<file path="src/rtl/updown_seq_ctrl.sv">
// updown_seq_ctrl: command sequencer for a 3-bit up/down counter.
// Runs GOTO (move to target) or SWEEP (ping-pong between lo/hi for a number
// of legs), issuing one registered step per cycle. It keeps a shadow position
// and checks it against the counter's fed-back value on completion.
module updown_seq_ctrl #(
    parameter int unsigned WIDTH = 3
) (
    input  logic             i_clk,
    input  logic             i_rst_n,
    input  logic             i_start,
    input  logic [1:0]       i_mode,
    input  logic [WIDTH-1:0] i_target,
    input  logic [WIDTH-1:0] i_lo,
    input  logic [WIDTH-1:0] i_hi,
    input  logic [3:0]       i_turns,
    input  logic             i_abort,
    input  logic [WIDTH-1:0] i_q_in,
    output logic             o_ud,
    output logic             o_cnt_en,
    output logic             o_busy,
    output logic             o_done,
    output logic [1:0]       o_err_code
);

    localparam logic [1:0] MODE_GOTO  = 2'b00;
    localparam logic [1:0] MODE_SWEEP = 2'b01;

    localparam logic [1:0] ERR_OK       = 2'b00;
    localparam logic [1:0] ERR_BAD_ARGS = 2'b01;
    localparam logic [1:0] ERR_MISMATCH = 2'b10;
    localparam logic [1:0] ERR_ABORTED  = 2'b11;

    localparam logic [WIDTH-1:0] POS_ONE = WIDTH'(1);

    typedef enum logic [1:0] {
        S_IDLE,
        S_LOAD,
        S_RUN,
        S_SETTLE
    } state_t;

    state_t           r_state,   w_state_nxt;
    logic [1:0]       r_mode,    w_mode_nxt;
    logic [WIDTH-1:0] r_target,  w_target_nxt;
    logic [WIDTH-1:0] r_lo,      w_lo_nxt;
    logic [WIDTH-1:0] r_hi,      w_hi_nxt;
    logic [3:0]       r_turns,   w_turns_nxt;
    logic [WIDTH-1:0] r_pos,     w_pos_nxt;
    logic [3:0]       r_legs,    w_legs_nxt;
    logic             r_dir,     w_dir_nxt;
    logic             r_aborted, w_aborted_nxt;
    logic             r_ud,      w_ud_nxt;
    logic             r_cnt_en,  w_cnt_en_nxt;
    logic             r_done,    w_done_nxt;
    logic [1:0]       r_err,     w_err_nxt;

    logic             w_bad_args;
    logic             w_at_bound;
    logic [3:0]       w_legs_dec;

    assign w_bad_args = r_mode[1] ||
                        ((r_mode == MODE_SWEEP) &&
                         ((r_lo >= r_hi) || (i_q_in < r_lo) || (i_q_in > r_hi)));
    assign w_at_bound = r_dir ? (r_pos == r_hi) : (r_pos == r_lo);
    assign w_legs_dec = r_legs - 4'd1;

    // State and output registers; reset returns everything to idle immediately.
    always_ff @(posedge i_clk or negedge i_rst_n) begin
        if (!i_rst_n) begin
            r_state   <= S_IDLE;
            r_mode    <= MODE_GOTO;
            r_target  <= '0;
            r_lo      <= '0;
            r_hi      <= '0;
            r_turns   <= '0;
            r_pos     <= '0;
            r_legs    <= '0;
            r_dir     <= 1'b1;
            r_aborted <= 1'b0;
            r_ud      <= 1'b0;
            r_cnt_en  <= 1'b0;
            r_done    <= 1'b0;
            r_err     <= ERR_OK;
        end else begin
            r_state   <= w_state_nxt;
            r_mode    <= w_mode_nxt;
            r_target  <= w_target_nxt;
            r_lo      <= w_lo_nxt;
            r_hi      <= w_hi_nxt;
            r_turns   <= w_turns_nxt;
            r_pos     <= w_pos_nxt;
            r_legs    <= w_legs_nxt;
            r_dir     <= w_dir_nxt;
            r_aborted <= w_aborted_nxt;
            r_ud      <= w_ud_nxt;
            r_cnt_en  <= w_cnt_en_nxt;
            r_done    <= w_done_nxt;
            r_err     <= w_err_nxt;
        end
    end

    // Next-state logic: command acceptance, arg check, stepping and completion.
    always_comb begin
        w_state_nxt   = r_state;
        w_mode_nxt    = r_mode;
        w_target_nxt  = r_target;
        w_lo_nxt      = r_lo;
        w_hi_nxt      = r_hi;
        w_turns_nxt   = r_turns;
        w_pos_nxt     = r_pos;
        w_legs_nxt    = r_legs;
        w_dir_nxt     = r_dir;
        w_aborted_nxt = r_aborted;
        w_ud_nxt      = r_ud;
        w_cnt_en_nxt  = 1'b0;
        w_done_nxt    = 1'b0;
        w_err_nxt     = r_err;

        case (r_state)
            S_IDLE: begin
                if (i_start) begin
                    w_state_nxt   = S_LOAD;
                    w_mode_nxt    = i_mode;
                    w_target_nxt  = i_target;
                    w_lo_nxt      = i_lo;
                    w_hi_nxt      = i_hi;
                    w_turns_nxt   = i_turns;
                    w_aborted_nxt = 1'b0;
                    w_err_nxt     = ERR_OK;
                end
            end

            S_LOAD: begin
                w_pos_nxt = i_q_in;
                if (w_bad_args) begin
                    w_state_nxt = S_IDLE;
                    w_done_nxt  = 1'b1;
                    w_err_nxt   = ERR_BAD_ARGS;
                end else begin
                    w_state_nxt = S_RUN;
                    if (r_mode == MODE_SWEEP) begin
                        w_dir_nxt  = (i_q_in != r_hi);
                        w_legs_nxt = r_turns;
                    end
                end
            end

            S_RUN: begin
                if (i_abort) begin
                    w_state_nxt   = S_SETTLE;
                    w_aborted_nxt = 1'b1;
                end else if (r_mode == MODE_GOTO) begin
                    if (r_pos == r_target) begin
                        w_state_nxt = S_SETTLE;
                    end else begin
                        w_cnt_en_nxt = 1'b1;
                        w_ud_nxt     = (r_target > r_pos);
                        w_pos_nxt    = (r_target > r_pos) ? r_pos + POS_ONE : r_pos - POS_ONE;
                    end
                end else begin
                    if (r_legs == 4'd0) begin
                        w_state_nxt = S_SETTLE;
                    end else if (w_at_bound) begin
                        // A bound ends one leg; the reversal step goes out on the same edge.
                        w_legs_nxt = w_legs_dec;
                        if (w_legs_dec == 4'd0) begin
                            w_state_nxt = S_SETTLE;
                        end else begin
                            w_dir_nxt    = !r_dir;
                            w_cnt_en_nxt = 1'b1;
                            w_ud_nxt     = !r_dir;
                            w_pos_nxt    = r_dir ? r_pos - POS_ONE : r_pos + POS_ONE;
                        end
                    end else begin
                        w_cnt_en_nxt = 1'b1;
                        w_ud_nxt     = r_dir;
                        w_pos_nxt    = r_dir ? r_pos + POS_ONE : r_pos - POS_ONE;
                    end
                end
            end

            S_SETTLE: begin
                w_state_nxt = S_IDLE;
                w_done_nxt  = 1'b1;
                if (r_aborted) begin
                    w_err_nxt = ERR_ABORTED;
                end else if (i_q_in != r_pos) begin
                    w_err_nxt = ERR_MISMATCH;
                end else begin
                    w_err_nxt = ERR_OK;
                end
            end

            default: begin
                w_state_nxt = S_IDLE;
            end
        endcase
    end

    assign o_ud       = r_ud;
    assign o_cnt_en   = r_cnt_en;
    assign o_busy     = (r_state != S_IDLE);
    assign o_done     = r_done;
    assign o_err_code = r_err;

endmodule

</file>
<file path="config.mk">
export PLATFORM = sky130hd
export DESIGN_NAME = updown_seq_ctrl
export DESIGN_NICKNAME = d
export VERILOG_FILES = /design/src/rtl/updown_seq_ctrl.sv
export SDC_FILE = /design/constraint.sdc
export NUM_CORES = 1
export LEC_CHECK = 0
export ABC_CLOCK_PERIOD_IN_PS = 4700
export BUFFER_PORTS_ARGS = -buffer_cell sky130_fd_sc_hd__buf_4
export CAP_MARGIN = 40
export CORE_MARGIN = 8
export CORE_UTILIZATION = 31
export CTS_CLUSTER_SIZE = 10
export DETAILED_ROUTE_END_ITERATION = 10
export GPL_TIMING_DRIVEN = 0
export SYNTH_ARGS = -nofsm -noshare
export SYNTH_HDL_FRONTEND = slang
export SYNTH_SLANG_ARGS = --single-unit
</file>
<file path="constraint.sdc">
create_clock -name i_clk -period 4.7 [get_ports i_clk]
set_input_delay 1.41 -clock i_clk [delete_from_list [all_inputs] [get_ports i_clk]]
set_output_delay 1.41 -clock i_clk [all_outputs]
set_load 0.05 [all_outputs]
</file>
==> reports/summary.txt <==
Gr ovfl total = 0
Multi-input logic area = 1299 um2
Predominant post-synthesis flop cell = dfrtp_1
Post-synthesis compound-gate area fraction = 0.2124
ANT nets after route = 0
Port Buffers = 27
Via count = 1,777
CTS Buf Count = 5
Max-slew violations = 0
Commonest cells after routing, fill and taps aside = dfrtp_1 (30), buf_4 (27), inv_1 (24)
Xor/xnor share of the synthesized area = 0.03559
DR iter-0 viols = 63
Commonest non-fill, non-tap cell in the layout = dfrtp_1
Avg Cell Area, Syn = 9.887 um2
Cts hold-fix bufs = 0
R2R Setup Slk = 2.25 ns
Pwr dens = 761.1 nW/um2
Avg WL per Cell = 14.05 um
DP Wirelength = 3943 um
Post-Layout Cell Count = 359
Setup crit start kind = input pin
Sequential power share = 0.261
Initial Util = 0.3120
Initial DRT Pass Iterations = 4
Post-Synthesis Net Count = 266
Fin crit share = 0.6838
R2r startpoint = r_hi[2]
Simple-gate portion of the synthesized area = 0.1124
Worst endpoint required time = 4.87 ns
Die Area = 10,100 um2
Largest net degree at the start of global routing = 32
Top cell type's share of synthesized area = 0.3390
Internal power = 1061 uW
DR DRC count = 0
Synthesis-stage register bit count = 31
Switch share = 0.4703
Via/cell ratio = 4.950
Vias in the first global route = 1,732
TNS Setup = 0 ns
Unrepaired setup endpoints after global routing = false
Die width = 100.5 um
Psw = 941.8 uW
Status = finished clean
Sequential share of the synthesized area = 0.3508
Die height = 100.5 um
H-Tree Depth = 2
Setup Buffers After CTS = 0
Worst hold path stage count = 1
Core box area = 7098 um2
FF-to-FF End = r_legs[3]
FF-to-FF path depth = 8
Max_cap viols = 0
Synthesized area = 2215 um2
Dominant cell type by area after synthesis = dfrtp_1
Critical path class = in -> reg
CTS root buffer = clkbuf_8
Worst Hold End = r_turns[3]
GRT Total Usage = 0.1038
EDFF count, synth = 0
P_leak = 0.001203 uW
Cells after DPL = 351
Clk_lat worst skew = 0.28 ns
Adder-Cell Fraction of Synth Area = 0.1130
# rows = 31
WP data arrival = 3.39 ns
Clock power share = 0.103
Final Setup Violations = 0
Worst Hold Launch = r_turns[3]
Max Fclk = 311.2 MHz
WHS = 0.4978 ns
CTS Buffer Depth = 2
CTS resizes = 0
Endpoint class of the critical path = flip-flop
Synth-to-layout area growth = 18.81%
First-pass GRT wire length = 8314 um
Total Nets Final = 301
Syn Inst Count = 224
Main combinational cell family by area after synthesis = compound AO/OA/AOI/OAI gates
Worst hold path type = reg -> reg
Slew margin rel. = 0.4974
Worst Path Max Fanout = 6
Largest cells by area after synthesis = dfrtp_1 (34%), ha_1 (11%), mux2_2 (8.1%)
TritonCTS clock tree = built
ANT cells = 0
Fillers = 726
Max VDD drop = 0.2914 mV
Initial antenna violation count = 0
Count of cell types in the netlist = 52
Share of layout cells above drive strength 1 = 0.2308
Combinational fraction of design power = 0.636
Final Skew = 0.003446 ns
Worst-path clk slew = 0.07 ns
Placer Congestion = 0.8617
Final hold vios = 0
Post-Route WL = 5043 um
Clock Sinks = 31
IO Count = 28
Time the worst path needs with I/O delays and setup = 3.214 ns
Seq. cell area = 777.0 um2
Mux cell area share after synthesis = 0.1130
Ys async rst share = 1.000
Worst-margin pin slew = 0.7475 ns
Syn. warnings = 0
==> sequential cells by signal, summed over array words and instances, names as in the netlist, 2 cells and up, named ones only <==
| name | flops |
|---|---|
| r_target | 3 |
| o_err_code | 2 |
| r_turns | 4 |
| r_pos | 3 |
| r_hi | 3 |
| r_mode | 2 |
| r_lo | 3 |
| r_legs | 4 |
==> cells in the mapped netlist (5+ instances only) <==
master / count
inv_1: 24
a21oi_1: 16
dfrtp_1: 30
nor2_1: 9
mux2i_1: 7
o21ai_0: 5
nand2_1: 13
ha_1: 20
mux2_2: 16
xnor2_1: 5
==> worst max-delay path, stage by stage <==
cell	delay, ns
buf_4	0.13
ha_1	0.31
and3_1	0.21
a21oi_1	0.05
a21o_1	0.18
o31ai_1	0.65
a31oi_1	0.18
o221a_1	0.25
==> per-stage QoR <==
step	util	cell area (um2)	worst slack, ns	total power, uW
floorplan	-	2215	1.642	1503
global placement	0.3580	2541	1.138	1764
detailed placement	0.3587	2546	1.180	1797
CTS	0.3707	2631	1.478	2013
global route	0.3707	2631	1.330	2185
finish	0.3707	2631	1.486	2003
==> power groups by stage <==
stage | registers [uW] | logic [uW] | clock network [uW]
3_5_place_dp | 529 | 1270 | 0
4_1_cts | 523 | 1280 | 214
2_1_floorplan | 553 | 950 | 0
5_1_grt | 544 | 1420 | 222
3_3_place_gp | 523 | 1240 | 0
6_report | 522 | 1270 | 206
==> cell type report <==
type | instances | area share
multi-input cells | 162 | 0.4936
repair buffers | 28 | 0.07893
plain buffers | 7 | 0.01854
clock buffers | 6 | 0.02758
inverters | 24 | 0.03424
clock inverters | 2 | 0.004755
flip-flops and latches | 31 | 0.2953
well taps | 99 | 0.04708
==> worst max path at each step <==
stage	startpoint	to	slack (ns)	cells after the start
after floorplan	i_q_in[2]	r_legs[3]	1.64	7
after global placement	i_q_in[2]	o_err_code[1]	1.14	8
after detailed placement	i_q_in[2]	r_legs[3]	1.18	8
after CTS	i_q_in[2]	r_legs[3]	1.48	8
after global routing	i_q_in[2]	r_legs[3]	1.33	8
final	i_q_in[2]	r_legs[3]	1.49	8
==> kinds of logic (layout without fill, tap and decap cells) <==
| kind of cell | after synthesis | in the layout |
|---|---|---|
| AO/OA/AOI/OAI | 62 | 62 |
| adder cells (fa/ha/maj) | 20 | 20 |
| buffers and inverters | 31 | 67 |
| XOR/XNOR | 9 | 9 |
| AND/OR/NAND/NOR | 48 | 48 |
| flip-flops | 31 | 31 |
| multiplexers | 23 | 23 |
==> layer usage <==
layer	vias up	routed length [um]	global-route usage
met3	6	111	0.02072
met1	858	2384	0.1244
met4	0	119	0.04651
met5	-	0	0
li1	889	-	-
met2	24	2428	0.1749
No activity file was read; power rests on OpenSTA's default activity.
